**config.mk**
```make
export PLATFORM = sky130hd
export DESIGN_NAME = updown_mod_counter
export DESIGN_NICKNAME = d
export VERILOG_FILES = /design/src/rtl/updown_mod_counter.sv
export SDC_FILE = /design/constraint.sdc
export NUM_CORES = 1
export LEC_CHECK = 0
export ABC_CLOCK_PERIOD_IN_PS = 4050
export BUFFER_PORTS_ARGS = -buffer_cell sky130_fd_sc_hd__buf_2
export CAP_MARGIN = 30
export CELL_PAD_IN_SITES_DETAIL_PLACEMENT = 0
export CELL_PAD_IN_SITES_GLOBAL_PLACEMENT = 1
export CORE_AREA = 2 2 39 41
export CTS_CLUSTER_SIZE = 14
export DETAILED_ROUTE_END_ITERATION = 10
export DIE_AREA = 0 0 41 43
export PLACE_DENSITY_LB_ADDON = 0.1
export SYNTH_ARGS = -nofsm -noshare
export SYNTH_HDL_FRONTEND = slang
export SYNTH_SLANG_ARGS = --single-unit
```
**constraint.sdc**
```tcl
create_clock -name clk -period 4.05 [get_ports clk]
set_input_delay 0.405 -clock clk [delete_from_list [all_inputs] [get_ports clk]]
set_output_delay 0.405 -clock clk [all_outputs]
set_load 0.03 [all_outputs]
```
**src/rtl/updown_mod_counter.sv**
```systemverilog
// updown_mod_counter
//   Up/down modulo counter with a wrap or saturate mode, a synchronous load
//   that rejects out-of-range values, and bound-crossing flags.
//
//   Parameters
//     WIDTH    : counter width in bits (2..16)
//     MODULUS  : count range is 0..MODULUS-1 (2..2**WIDTH)
//
//   Ports
//     clk      : in  - rising-edge clock
//     reset    : in  - asynchronous active-low reset
//     en       : in  - count enable
//     up       : in  - direction, 1 = up, 0 = down
//     sat      : in  - 0 = wrap at the bounds, 1 = saturate at the bounds
//     load     : in  - synchronous load strobe, takes priority over en
//     load_val : in  - value to load, ignored (load_err) if >= MODULUS
//     clr_ovf  : in  - clears the sticky overflow flag
//     Q        : out - registered count
//     tc       : out - terminal count for the current direction (combinational)
//     wrap     : out - one-cycle pulse after an edge that crossed a bound
//     ovf      : out - sticky copy of wrap
//     load_err : out - one-cycle pulse after an edge that rejected a load
module updown_mod_counter #(
    parameter int WIDTH   = 3,
    parameter int MODULUS = 2 ** WIDTH
) (
    input  logic             clk,
    input  logic             reset,
    input  logic             en,
    input  logic             up,
    input  logic             sat,
    input  logic             load,
    input  logic [WIDTH-1:0] load_val,
    input  logic             clr_ovf,
    output logic [WIDTH-1:0] Q,
    output logic             tc,
    output logic             wrap,
    output logic             ovf,
    output logic             load_err
);

    localparam logic [WIDTH-1:0] MAX_VAL = WIDTH'(MODULUS - 1);

    logic [WIDTH-1:0] q_q, q_d;
    logic             wrap_q, wrap_d;
    logic             ovf_q, ovf_d;
    logic             load_err_q, load_err_d;

    // Range check done at 32 bits so a full-range modulus needs no special case.
    logic [31:0] load_val_ext;
    logic        load_legal;

    assign load_val_ext = 32'(load_val);
    assign load_legal   = (load_val_ext < 32'(MODULUS));

    always_comb begin
        q_d        = q_q;
        wrap_d     = 1'b0;
        load_err_d = 1'b0;
        ovf_d      = ovf_q;

        if (load) begin
            if (load_legal) begin
                q_d = load_val;
            end else begin
                load_err_d = 1'b1;
            end
        end else if (en) begin
            if (up) begin
                if (q_q == MAX_VAL) begin
                    if (!sat) begin
                        q_d    = '0;
                        wrap_d = 1'b1;
                    end
                end else begin
                    q_d = q_q + WIDTH'(1);
                end
            end else begin
                if (q_q == '0) begin
                    if (!sat) begin
                        q_d    = MAX_VAL;
                        wrap_d = 1'b1;
                    end
                end else begin
                    q_d = q_q - WIDTH'(1);
                end
            end
        end

        // A fresh wrap on the same edge as a clear keeps the flag set.
        if (clr_ovf) begin
            ovf_d = 1'b0;
        end
        if (wrap_d) begin
            ovf_d = 1'b1;
        end
    end

    always_ff @(posedge clk or negedge reset) begin
        if (!reset) begin
            q_q        <= '0;
            wrap_q     <= 1'b0;
            ovf_q      <= 1'b0;
            load_err_q <= 1'b0;
        end else begin
            q_q        <= q_d;
            wrap_q     <= wrap_d;
            ovf_q      <= ovf_d;
            load_err_q <= load_err_d;
        end
    end

    assign Q        = q_q;
    assign wrap     = wrap_q;
    assign ovf      = ovf_q;
    assign load_err = load_err_q;
    assign tc       = up ? (q_q == MAX_VAL) : (q_q == '0);

endmodule

```
## Yosys cells after proc, flatten, opt, wreduce, memory -nomap -nowiden

Index checks and enable logic that the tools add are counted.

| storage, ports and cells | value |
|---|---|
| bits of input ports | 10 |
| register bits | 6 |
| output and inout port bits | 7 |
| logic and storage cells | 34 |

| cells by class | value |
|---|---|
| multiplexer cells | 19 |
| eq/ne operators | 4 |
| reduce and logical (&&, ||, !) cells | 4 |
| $add $sub $neg | 2 |
| order comparisons | 1 |

Operator list:

| operator | number |
|---|---|
| 3-bit 2-to-1 mux | 8 |
| 1-bit 2-to-1 mux | 11 |
| 4-bit inequality test, second input constant | 2 |
| 3-bit by 4-bit < comparator with 1-bit output, second input constant | 1 |
| 4-bit AND reduction | 1 |
| 2-bit nonzero test | 2 |
| 3-bit by 1-bit adder with 3-bit output, second input constant | 1 |
| 3-bit equality test, second input constant | 1 |
| 3-bit logical NOT | 1 |
| 3-bit by 1-bit subtractor with 3-bit output, second input constant | 1 |
| 2-bit by 1-bit inequality test with 1-bit output, second input constant | 1 |

## Depth between registers and ports, before layout

| logic depth | value |
|---|---|
| word-level depth | 6 |
| depth in mapped cells | 5 |
| gate-level depth less buffers | 5 |

## Worst setup path before layout

Ideal clock, no wire load.

| timing | value |
|---|---|
| kind | register to output |
| from | register q_q[0], in the netlist Q[0] |
| to | output tc |
| path buffers | 0 |
| stages on the path, launching flop included | 6 |
| slack | 2.265 ns |
| arrival time | 1.380 ns |
| data required time | 3.645 ns |
| cell sequence | dfrtp_1 inv_1 ha_1 nor3b_1 a21oi_1 inv_1 |

| between the ends | value |
|---|---|
| word-level cells in the longest chain between the ends | 2 |
| elaborated cells between the ends (all ways) | 3 |
| classes of those cells | eq/ne (1); mux (1); reduce/logical (1) |

RTL lines:

| what | line | source |
|---|---|---|
| start, declared | 44 | `logic [WIDTH-1:0] q_q, q_d;` |
| start signal, assigned | 106 | `q_q <= q_d;` |
| 3-bit equality test or 3-bit logical NOT (tied branches) | 117 | `assign tc = up ? (q_q == MAX_VAL) : (q_q == '0);` |
| 1-bit 2-to-1 mux (*) | 117 |  |
| end, declared | 36 | `output logic tc,` |

Mark *: on every way between the ends. The rest lies on a longest branch, timed or not.

## Final worst setup path

Same ends and word-level chain as after synthesis.

==> impl_metrics.tcl <==
set metrics [dict create \
    status "finished clean" \
    viasPerCell 4.70 \
    insertion_delay_ns 0.23 \
    drive_gt1_frac 0.328 \
    nNetsFinal 76 \
    port_buffers 15 \
    gp_congestion 0.714 \
    n_antenna_cell 0 \
    place_inst 72 \
    rsz0062_at_grt "no" \
    fin_crit_sh 0.473 \
    synth_ff_type "dfrtp_1" \
    clkSinkCount 5 \
    synth_cells 43 \
    seq_area_frac_synth 0.311 \
    yosysTopAreaCell "dfrtp_1" \
    drcViolationCount 0 \
    wl_um 824 \
    grt_first_pass_wirelength_mm 1.50 \
    cp-end-kind "output port" \
    synth_edf_count 0 \
    wl_per_cell_um 10.7 \
    antenna_found_initial 0 \
    synth-seq-cells 5 \
    dieArea_mm2 0.00176 \
    cts_resized 0 \
    syn_area_per_cell_um2 9.37 \
    synth_warnings 0 \
    start_kind "flip-flop" \
    required_ns 3.64 \
    syn-num-nets 57 \
    cts_root_buffer "clkbuf_4" \
    post_synth_main_area_contributors "dfrtp_1 (31%), ha_1 (12%), inv_1 (5.6%)" \
    synth.distinct_cells 28 \
    via_count 362 \
    cp_common_cell "inv_1" \
    cts_buffers 3 \
    path_delay_family "flip-flops" \
    vdd_drop_max_uv 159 \
    ant_nets 0 \
    maxCapViolCount 0 \
    grt_max_degree 10 \
    dp_hpwl_um 706 \
    slew_violations 0 \
    synth_most_common_cell "inv_1" \
    fmax_mhz 522 \
    setup_viol 0 \
    critPathSlowestCell "dfrtp_1" \
    syn-cell-area_um2 403 \
    drtPass1Iterations 1 \
    std_cell_rows 14 \
    critPathBufInv 3 \
    grt_usage 0.125 \
    timing.final.crit_period_ns 1.92 \
    clkTransAtPathRegs_ns 0.04 \
    area_growth_pct 28.0 \
    core_mm2 0.00138 \
    synth_top_area_share 0.311 \
    first_iter_violations 0 \
    clockBufferDepth 2 \
    synth_common_cells "inv_1 (6), dfrtp_1 (5), ha_1 (4)" \
    grt_pass1_vias 368 \
    clock_skew_ns 0.00200 \
    hold_path.class "in2reg" \
    worstPathCellList "inv_1, ha_1, nor3b_1, a21oi_1, inv_1, buf_2" \
    p_leak_nw 0.261 \
    finalSetupTns_ns 0 \
    arrival_ns 1.51 \
    htree_levels 1 \
    ys_async_sr_fraction 1.00 \
    crit_fanout 4 \
    critPathKind "reg2out" \
    overflow 0 \
    layoutNonFillerInstCount 77 \
    report.final.hold_viol_count 0 \
    powerDensity_mw_per_mm2 337 \
    boundaryPins 17 \
    cts_tree "yes" \
    critPathMaxStageDelay_ns 0.39 \
    die_height_um 43 \
    die_w_um 41 \
    start_util 0.291 \
]
==> cells in the final DEF (no fill, tap or decap), drive strengths merged <==
cell type and instances:
nand2 2, a21oi 2, o31a 1, o211ai 2, inv 6, nand4bb 1, and3 1, o32ai 1
ha 4, dfrtp 5, nand2b 1, a32oi 1, nand3 1, nor4bb 1, buf 15, nor3 1
dlygate4sd3 1, xnor2 1, or3 2, nor3b 1, a31oi 1, or2b 1, o21ai 1, conb 1
clkbuf 4, a2111oi 1, a22oi 1, nor4 1
==> final cells by class <==
cell class                      count  area [um2]
Sequential cell                     5         125
Multi-Input combinational cell     30         236
Fill cell                         157         868
Inverter                            6        22.5
Clock buffer                        4        26.3
Timing Repair Buffer               16        85.1
Tap cell                           16        20.0
==> worst reg2reg max path: cells and delay by family (launching register included) <==
family          cells  cell delay [ns]
simple gates        1             0.17
flops               1             0.41
compound gates      2             0.53
fa+ha+maj           2             0.43
==> cell families after synthesis <==
| group | share of synthesized area |
|---|---|
| adder cells (fa/ha/maj) | 0.124 |
| flip-flops | 0.311 |
| other | 0.00931 |
| AND/OR/NAND/NOR | 0.224 |
| AO/OA/AOI/OAI | 0.208 |
| buffers and inverters | 0.102 |
| XOR/XNOR | 0.0217 |
==> power by group <==
group,total [W],internal (W),leakage (nW),switching (W)
sequential,0.0000603,0.0000547,0.0628,0.00000560
clock,0.0000551,0.0000371,0.0150,0.0000180
combinational,0.0000583,0.0000240,0.183,0.0000343
==> sequential cells by signal (all words and copies together) (netlist names) <==
name	flops
wrap	1
Q	3
ovf	1
==> per-layer routing <==
| metal | GRT usage | vias up | share of wire |
|---|---|---|---|
| met5 | 0 | - | 0 |
| met4 | 0.0800 | 0 | 0 |
| met3 | 0.0366 | 0 | 0.033 |
| met2 | 0.175 | 6 | 0.49 |
| met1 | 0.161 | 163 | 0.47 |
| li1 | - | 193 | - |
==> stage by stage <==
stage	hold slack, ns	util	power, W	area [um2]	setup WS [ns]
2_1_floorplan	0.109	-	0.000103	403	2.27
3_3_place_gp	0.225	0.346	0.000120	479	2.35
3_5_place_dp	0.225	0.346	0.000119	479	2.36
4_1_cts	0.355	0.373	0.000178	515	2.10
5_1_grt	0.353	0.373	0.000191	515	1.95
6_report	0.361	0.373	0.000174	515	2.13
==> path summary, 6_finish.rpt <==
path	end	from	slack, ns	cells past startpoint
max in group asynchronous	ovf$_DFFE_PN0P_	reset	3.41	2
min in group asynchronous	Q[0]$_DFFE_PN0P_	reset	0.51	2
max reg2reg	Q[1]$_DFFE_PN0P_	Q[0]$_DFFE_PN0P_	2.38	5
min reg2reg	ovf$_DFFE_PN0P_	ovf$_DFFE_PN0P_	0.52	2
max	tc	Q[0]$_DFFE_PN0P_	2.13	6
min	ovf$_DFFE_PN0P_	clr_ovf	0.36	2
==> repair_timing <==
action,in CTS,in global routing
hold buffers,1,0
setup buffers,0,0
setup endpoints to repair,0,0
hold endpoints to repair,5,0
(Power assumes the default switching activity.)
